## src/rtl/demux_pkg.sv

```systemverilog
// Shared constants and helpers for the two-lane demux FIFO.
package demux_pkg;

  localparam int unsigned BW_DEF    = 2;
  localparam int unsigned DEPTH_DEF = 4;

  localparam logic LANE0 = 1'b0;
  localparam logic LANE1 = 1'b1;

  // Pointer width for a power-of-two depth.
  function automatic int unsigned aw_of(input int unsigned depth);
    int unsigned w;
    w = 0;
    while ((32'd1 << w) < depth) w++;
    return w;
  endfunction

endpackage

```

## src/rtl/demux_fifo_1a2_fifo_lane.sv

```systemverilog
// One first-word-fall-through FIFO lane; refuses push when full, ignores pop when empty.
module fifo_lane
  import demux_pkg::*;
#(
  parameter int unsigned BW    = BW_DEF,
  parameter int unsigned DEPTH = DEPTH_DEF
) (
  input  logic          clk,
  input  logic          reset_L,
  input  logic          i_push,
  input  logic [BW-1:0] i_data,
  input  logic          i_pop,
  output logic [BW-1:0] o_data,
  output logic          o_full,
  output logic          o_empty
);

  localparam int unsigned AW = aw_of(DEPTH);

  logic [BW-1:0] r_mem [DEPTH];
  logic [AW-1:0] r_wr_ptr;
  logic [AW-1:0] r_rd_ptr;
  logic [AW:0]   r_count;
  logic          w_do_push;
  logic          w_do_pop;

  assign o_full    = (r_count == (AW+1)'(DEPTH));
  assign o_empty   = (r_count == '0);
  assign w_do_push = i_push && !o_full;
  assign w_do_pop  = i_pop && !o_empty;

  // Head is forced to zero while empty so reset shows a clean output.
  assign o_data = o_empty ? '0 : r_mem[r_rd_ptr];

  always_ff @(posedge clk) begin
    if (w_do_push) r_mem[r_wr_ptr] <= i_data;
  end

  // Pointers wrap naturally at AW bits since DEPTH is a power of two.
  always_ff @(posedge clk or negedge reset_L) begin
    if (!reset_L) begin
      r_wr_ptr <= '0;
      r_rd_ptr <= '0;
      r_count  <= '0;
    end else begin
      if (w_do_push) r_wr_ptr <= r_wr_ptr + AW'(1);
      if (w_do_pop)  r_rd_ptr <= r_rd_ptr + AW'(1);
      case ({w_do_push, w_do_pop})
        2'b10:   r_count <= r_count + (AW+1)'(1);
        2'b01:   r_count <= r_count - (AW+1)'(1);
        default: r_count <= r_count;
      endcase
    end
  end

endmodule

```

## src/rtl/demux_fifo_1a2.sv

```systemverilog
// Routes mux words into two FWFT lanes by selector; sticky overflow err under DEMUX_OVF_ERR_EN.
module demux_fifo_1a2
  import demux_pkg::*;
#(
  parameter int unsigned BW    = BW_DEF,
  parameter int unsigned DEPTH = DEPTH_DEF
) (
  input  logic          clk,
  input  logic          reset_L,
  input  logic [BW-1:0] data_in,
  input  logic          valid_in,
  input  logic          selector,
  output logic          ready_in,
  output logic [BW-1:0] data_out0,
  output logic          valid_out0,
  input  logic          pop0,
  output logic [BW-1:0] data_out1,
  output logic          valid_out1,
  input  logic          pop1,
  output logic          full0,
  output logic          full1,
  output logic          empty0,
  output logic          empty1,
  output logic          err
);

  logic w_push0;
  logic w_push1;
  logic w_sel_full;

  assign w_push0    = valid_in && (selector == LANE0);
  assign w_push1    = valid_in && (selector == LANE1);
  assign w_sel_full = (selector == LANE1) ? full1 : full0;
  assign ready_in   = !w_sel_full;
  assign valid_out0 = !empty0;
  assign valid_out1 = !empty1;

  fifo_lane #(.BW(BW), .DEPTH(DEPTH)) u_lane0 (
    .clk     (clk),
    .reset_L (reset_L),
    .i_push  (w_push0),
    .i_data  (data_in),
    .i_pop   (pop0),
    .o_data  (data_out0),
    .o_full  (full0),
    .o_empty (empty0)
  );

  fifo_lane #(.BW(BW), .DEPTH(DEPTH)) u_lane1 (
    .clk     (clk),
    .reset_L (reset_L),
    .i_push  (w_push1),
    .i_data  (data_in),
    .i_pop   (pop1),
    .o_data  (data_out1),
    .o_full  (full1),
    .o_empty (empty1)
  );

`ifdef DEMUX_OVF_ERR_EN
  logic r_err;

  // Sticky until reset: any word offered to a full lane is lost.
  always_ff @(posedge clk or negedge reset_L) begin
    if (!reset_L)                    r_err <= 1'b0;
    else if (valid_in && w_sel_full) r_err <= 1'b1;
  end

  assign err = r_err;
`else
  assign err = 1'b0;
`endif

endmodule

```

## config.mk

```make
export PLATFORM = sky130hd
export DESIGN_NAME = demux_fifo_1a2
export DESIGN_NICKNAME = d
export VERILOG_FILES = /design/src/rtl/demux_pkg.sv /design/src/rtl/demux_fifo_1a2_fifo_lane.sv /design/src/rtl/demux_fifo_1a2.sv
export SDC_FILE = /design/constraint.sdc
export NUM_CORES = 1
export LEC_CHECK = 0
export CAP_MARGIN = 20
export CORE_ASPECT_RATIO = 1.25
export CORE_MARGIN = 2
export CORE_UTILIZATION = 51
export CTS_BUF_LIST = sky130_fd_sc_hd__clkbuf_8 sky130_fd_sc_hd__clkbuf_16
export CTS_CLUSTER_DIAMETER = 150
export DETAILED_ROUTE_END_ITERATION = 7
export DONT_BUFFER_PORTS = 1
export HOLD_SLACK_MARGIN = 0.08
export PLACE_DENSITY = 0.76
export SYNTH_ARGS = -nofsm -noshare
export SYNTH_HDL_FRONTEND = slang
export SYNTH_SLANG_ARGS = --single-unit
```

## constraint.sdc

```tcl
create_clock -name clk -period 4.2 [get_ports clk]
set_input_delay 0.84 -clock clk [delete_from_list [all_inputs] [get_ports clk]]
set_output_delay 0.84 -clock clk [all_outputs]
set_load 0.02 [all_outputs]
```

==> flow_summary_export.csv, run 1 <==
group,metric,value,unit
global_routing,grt_first_pass_wirelength,3.95,mm
yosys,synthesis.area,0.00150,sq mm
global_routing,grt.total_usage,17.0,%
global_routing,grt_start_max_net_pins,15,
clocking,cts_hold_buf,0,
timing,tightest_slew,0.593,ns
timing,holdWs,0.253,ns
critical_path,rrSetupSlack,1.86,ns
yosys,synth_nets,127,
layout,layout-drive-gt1-share,14.3,%
place,dpl_worst_slack,1.88,ns
detailed_routing,wl_per_cell,15.6,microns
detailed_routing,vias,761,
global_routing,gr-total-overflow,0,
place,dp_hpwl,1.82,mm
detailed_routing,drcViolationCount,0,
critical_path,cp-startpoint,"u_lane0.r_count[0]",
layout,antennaDiodeCount,0,
clocking,path_clk_slew,0.06,ns
critical_path,rr_worst_depth,9,
detailed_routing,drt_wl_total,2.31,mm
clocking,post-cts-setup-buffer-count,0,
critical_path,cp.required,3.36,ns
job,maxCapViolCount,0,
floorplanning,die_area,0.00339,sq mm
critical_path,cp-end-kind,"primary output",
yosys,synth_cells,107,
timing,hold_viol,0,
min_path,hold_class,"input port to asynchronous set/reset pin",
global_routing,grt_busiest_layer,"met2",
timing,tns,0,ns
floorplanning,ios,20,
global_routing,use_met2,27.5,%
global_routing,antenna_found_initial,0,
detailed_routing,vias_per_cell,5.14,
place,placedCellCount,140,
clocking,clock_latency,0.27,ns
clocking,clock_sinks,30,
clocking,cts.repair.resized,0,
yosys,async_flop_share,46.7,%
critical_path,worstPathArrival,1.54,ns
detailed_routing,drt_iter0_markers,7,
timing,skew,0.00244,ns
power_and_ir_drop,total_power,1.15,mW
floorplanning,die_x,52.5,microns
timing,final.setup.worst_slack,1.82,ns
power_and_ir_drop,ir_worst_vdd,0.312,mV
yosys,synth_ff_type,"edfxtp_1",
floorplanning,core_area,0.00286,sq mm
clocking,htreeDepth,2,
timing,drv_slew,0,
layout,fin_cells,148,
place,portBuffers,0,
yosys,netlist_top_cells_area,"edfxtp_1 (32%), dfrtp_1 (23%), ha_1 (8.3%)",
yosys,ys_ff_latch,30,
floorplanning,initial_utilization,52.4,%
yosys,synthTopCellsByCount,"edfxtp_1 (16), dfrtp_1 (14), inv_1 (14), and2_1 (12), ha_1 (10)",
critical_path,r2r-start,"u_lane1.r_count[1]",
global_routing,met3_usage,9.91,%
timing,min_period,2.38,ns
global_routing,grt_pass1_vias,845,
power_and_ir_drop,power_density,716,mW/mm^2
yosys,yosysSeqAreaShare,55.4,%
layout,syn_to_final_growth,7.43,%
critical_path,critPathLaunchType,"register",
timing,max_freq,0.420,GHz
floorplanning,die_h,64.6,microns
critical_path,worst-path-max-fanout,4,
clocking,cts_root_buffer,"clkbuf_8",
layout,layout.area.seq,831,sq um
yosys,yosys.area.top_type,"edfxtp_1",
timing,setup_viol,0,
layout,fin_nets,131,
critical_path,path_class,"register to primary output",
detailed_routing,ant_nets,0,
detailed_routing,firstDrtPassIters,4,
timing,rsz0062_at_grt,"false",
timing,fin_crit_sh,56.7,%
floorplanning,fp-row-count,22,
power_and_ir_drop,leakagePower,0.685,nW
timing,slew_headroom,60.3,%
place,gp_congestion,0.747,
yosys,syn_avg_cell_area,14.0,sq um
clocking,numCtsBuffers,5,
global_routing,use_met1,17.6,%
yosys,synth_most_common_cell,"edfxtp_1",
yosys,synth-edff-count,16,
clocking,clk_path_buf_depth,2,
layout,multi_input_comb_area,592,sq um
yosys,ys_types,24,
yosys,yosysWarningCount,0,
critical_path,reg2reg_to,"u_lane1.r_count[2]",
clocking,cts_tree,"done",
yosys,synth_top_area_share,32.1,%
status,status,"completed",
layout,fill_cells,235,
[logic make-up after synthesis]
logic type,share of synthesized area (%)
other,0.250
buffers and inverters,5.09
AOI/OAI and AO/OA,0.334
adders and majority gates,11.0
DFF,55.4
muxes,8.85
xor gates and xnor gates,7.01
and+or+nand+nor,12.0
[where the power goes]
| group | internal [mW] | total, mW | switching, mW |
|---|---|---|---|
| Combinational | 0.189 | 0.444 | 0.255 |
| Clock | 0.128 | 0.223 | 0.0952 |
| Sequential | 0.403 | 0.485 | 0.0819 |
[worst max path at each step]
| stage | endpoint | cells after the start | slack, ns |
|---|---|---|---|
| 3_3_place_gp | u_lane0.r_count[2] | 9 | 2.00 |
| 2_1_floorplan | u_lane0.r_count[2] | 8 | 2.10 |
| 6_report | ready_in | 2 | 1.82 |
| 5_1_grt | u_lane1.r_count[2] | 9 | 1.69 |
| 4_1_cts | ready_in | 2 | 1.80 |
| 3_5_place_dp | u_lane1.r_count[2] | 9 | 1.88 |
[layout by cell type (no fill, tap or decap), drive strengths merged]
cell type / count
mux2i: 2
inv: 16
fa: 2
nand3: 2
and2: 14
mux2: 2
xor2: 6
nor3b: 3
mux4: 4
nor2: 3
or3: 2
clkbuf: 6
xnor2: 6
nand2: 2
dfrtp: 14
edfxtp: 16
conb: 1
o21ai: 1
ha: 10
[cell type report]
type,count,share of cell area [%]
well taps,36,2.80
multi-input cells,60,36.8
flip-flops and latches,30,51.6
clock inverters,2,0.466
inverters,14,3.26
clock buffers,6,5.13
[state kept, by name, summed over array words and instances (netlist names)]
name and cells:
u_lane1.r_rd_ptr 2, u_lane1.r_mem 8, u_lane0.r_wr_ptr 2, u_lane0.r_count 3, u_lane0.r_rd_ptr 2, u_lane0.r_mem 8
u_lane1.r_count 3, u_lane1.r_wr_ptr 2
[metal layers]
layer	up-vias	wire, microns
met5	-	0
met4	0	23
met3	3	154
met2	23	1170
met1	381	957
li1	354	-
[worst max-delay path, stage by stage (launching register included)]
cell	delay (ns)
dfrtp_1	0.42
nor3b_2	0.52
mux2i_1	0.33
[through the flow]
stage	instance area (sq um)	util [%]
floorplan	1500	-
global placement	1520	53.1
detailed placement	1520	53.1
CTS	1610	56.3
global route	1610	56.3
finish	1610	56.3
Note: power is estimated with default switching activity, not from simulation.
==> inputs of run 2 (changes only) <==
Clock period 4.2 ns to 2.4 ns, I/O delays scaled along.
==> flow_summary_export.csv, run 2 (synthesized netlist as in run 1, its figures left out) <==
group,metric,value,unit
status,status,"completed",
clocking,cts_root_buffer,"clkbuf_8",
layout,fill_cells,231,
power_and_ir_drop,p_switching,0.768,mW
floorplanning,ios,20,
detailed_routing,drcViolationCount,0,
critical_path,rrSetupSlack,0.42,ns
power_and_ir_drop,p_int,1.26,mW
layout,layout.area.seq,831,sq um
critical_path,path_class,"register to register",
clocking,numCtsBuffers,5,
critical_path,r2r-start,"u_lane0.r_count[0]",
critical_path,worst-path-max-fanout,7,
power_and_ir_drop,pwr-share-seq,42.1,%
detailed_routing,met1Wirelength,889,microns
timing,setup_viol,0,
layout,mostFrequentLayoutCell,"edfxtp_1",
detailed_routing,dr_wl_met2,1.25,mm
timing,drv_slew,0,
global_routing,antenna_found_initial,0,
min_path,hold_class,"input port to register",
critical_path,cp.required,2.60,ns
critical_path,cp-end-kind,"register",
detailed_routing,wl_per_cell,15.3,microns
timing,hold_viol,0,
clocking,path_clk_slew,0.06,ns
job,maxCapViolCount,0,
global_routing,grt_pass1_vias,838,
global_routing,grt_start_max_net_pins,15,
critical_path,cp-startpoint,"u_lane0.r_count[0]",
detailed_routing,ant_nets,0,
place,dp_hpwl,1.80,mm
global_routing,grt_first_pass_wirelength,3.79,mm
floorplanning,fp-row-count,22,
detailed_routing,drt_wl_total,2.34,mm
critical_path,worstPathArrival,2.19,ns
floorplanning,initial_utilization,52.4,%
place,gp_congestion,0.720,
critical_path,cp-endpoint,"u_lane0.r_count[2]",
clocking,cts_tree,"done",
critical_path,reg2reg_to,"u_lane0.r_count[2]",
layout,layout-drive-gt1-share,17.1,%
floorplanning,die_h,64.6,microns
timing,tightest_slew,0.674,ns
detailed_routing,vias,784,
power_and_ir_drop,power.share.combinational,39.5,%
layout,reg_top3,"u_lane0.r_mem (8), u_lane1.r_mem (8)",
clocking,clock_latency,0.28,ns
clocking,htreeDepth,2,
critical_path,rr_worst_depth,9,
timing,skew,0.00668,ns
timing,final.setup.worst_slack,0.418,ns
timing,max_freq,0.505,GHz
timing,min_period,1.98,ns
floorplanning,die_x,52.5,microns
power_and_ir_drop,total_power,2.03,mW
critical_path,critPathLaunchType,"register",
floorplanning,die_area,0.00339,sq mm
power_and_ir_drop,leakagePower,0.702,nW
layout,fin_nets,136,
power_and_ir_drop,ir_worst_vdd,0.511,mV
clocking,clk_path_buf_depth,2,
place,portBuffers,0,
place,dpl_worst_slack,0.398,ns
power_and_ir_drop,p_sw_share,37.8,%
timing,slew_headroom,54.9,%
detailed_routing,drt_iter0_markers,7,
global_routing,grt.total_usage,16.2,%
timing,rsz0062_at_grt,"false",
layout,multi_input_comb_area,592,sq um
floorplanning,core_area,0.00286,sq mm
global_routing,gr-total-overflow,0,
power_and_ir_drop,power_density,1240,mW/mm^2
layout,syn_to_final_growth,9.52,%
layout,antennaDiodeCount,0,
layout,final_cell_mix,"edfxtp_1 (16), inv_1 (15), dfrtp_1 (14)",
timing,tns,0,ns
detailed_routing,firstDrtPassIters,4,
detailed_routing,wl_met3,183,microns
detailed_routing,vias_per_cell,5.12,
detailed_routing,highest_layer,"met4",
clocking,clock_sinks,30,
power_and_ir_drop,p_clk_share,18.4,%
timing,fin_crit_sh,82.6,%
clocking,post-cts-setup-buffer-count,0,
run 2: changes by cell type in the layout (fill, tap and decap cells not counted), sizes merged:
cell / change
buf: +4
clkinv: +2
clkbuf: -1
dlygate4sd3: +1
inv: -1
run 2: power by group through the flow:
stage | clock, mW | combinational (mW) | sequential (mW)
after CTS | 0.381 | 0.816 | 0.859
final | 0.374 | 0.803 | 0.855
after detailed placement | 0 | 0.806 | 0.867
after floorplan | 0 | 0.673 | 0.825
after global placement | 0 | 0.764 | 0.848
after global routing | 0.402 | 0.900 | 0.880
run 2: cell type report:
cell class              count  area share (%)
inverters                  14            3.20
repair buffers              5            2.44
clock buffers               5            4.19
well taps                  36            2.74
clock inverters             3           0.762
multi-input cells          60            36.1
flip-flops and latches     30            50.6
run 2: what timing repair did:
| item | CTS | global route |
|---|---|---|
| hold buffers | 1 | 0 |
| resized for setup | 0 | 0 |
| hold endpoints to repair | 14 | 0 |
run 2: worst min-delay path by stage:
stage                     startpoint                  end  slack [ns]  cells after the start
after floorplan              reset_L   u_lane0.r_count[0]        0.18                      0
after global placement       reset_L   u_lane0.r_count[1]        0.18                      0
after detailed placement     reset_L   u_lane0.r_count[2]        0.18                      0
after CTS                 data_in[0]  u_lane0.r_mem[1][0]        0.29                      0
after global routing      data_in[0]  u_lane0.r_mem[1][0]        0.28                      0
final                     data_in[0]  u_lane0.r_mem[1][0]        0.29                      0
run 2: metal layers:
metal,global-route usage [%],vias up
met5,0,-
met4,5.13,0
met3,9.22,2
met2,27.0,23
met1,16.8,392
li1,-,367
run 2: metrics by stage:
step / cell area [sq um] / util, % / hold slack (ns) / instances
2_1_floorplan: 1500 / - / 0.184 / 107
3_3_place_gp: 1550 / 54.2 / 0.185 / 144
3_5_place_dp: 1550 / 54.2 / 0.185 / 144
4_1_cts: 1640 / 57.3 / 0.287 / 153
5_1_grt: 1640 / 57.3 / 0.278 / 153
6_report: 1640 / 57.3 / 0.294 / 153
run 2: worst max-delay path: stages (launching register included):
cell and delay, ns:
dfrtp_1 0.42, nor3b_2 0.29, nor3b_4 0.11, inv_1 0.07
ha_1 0.16, inv_1 0.06, fa_1 0.38, xor2_1 0.16
nor2_1 0.11, xor2_1 0.15
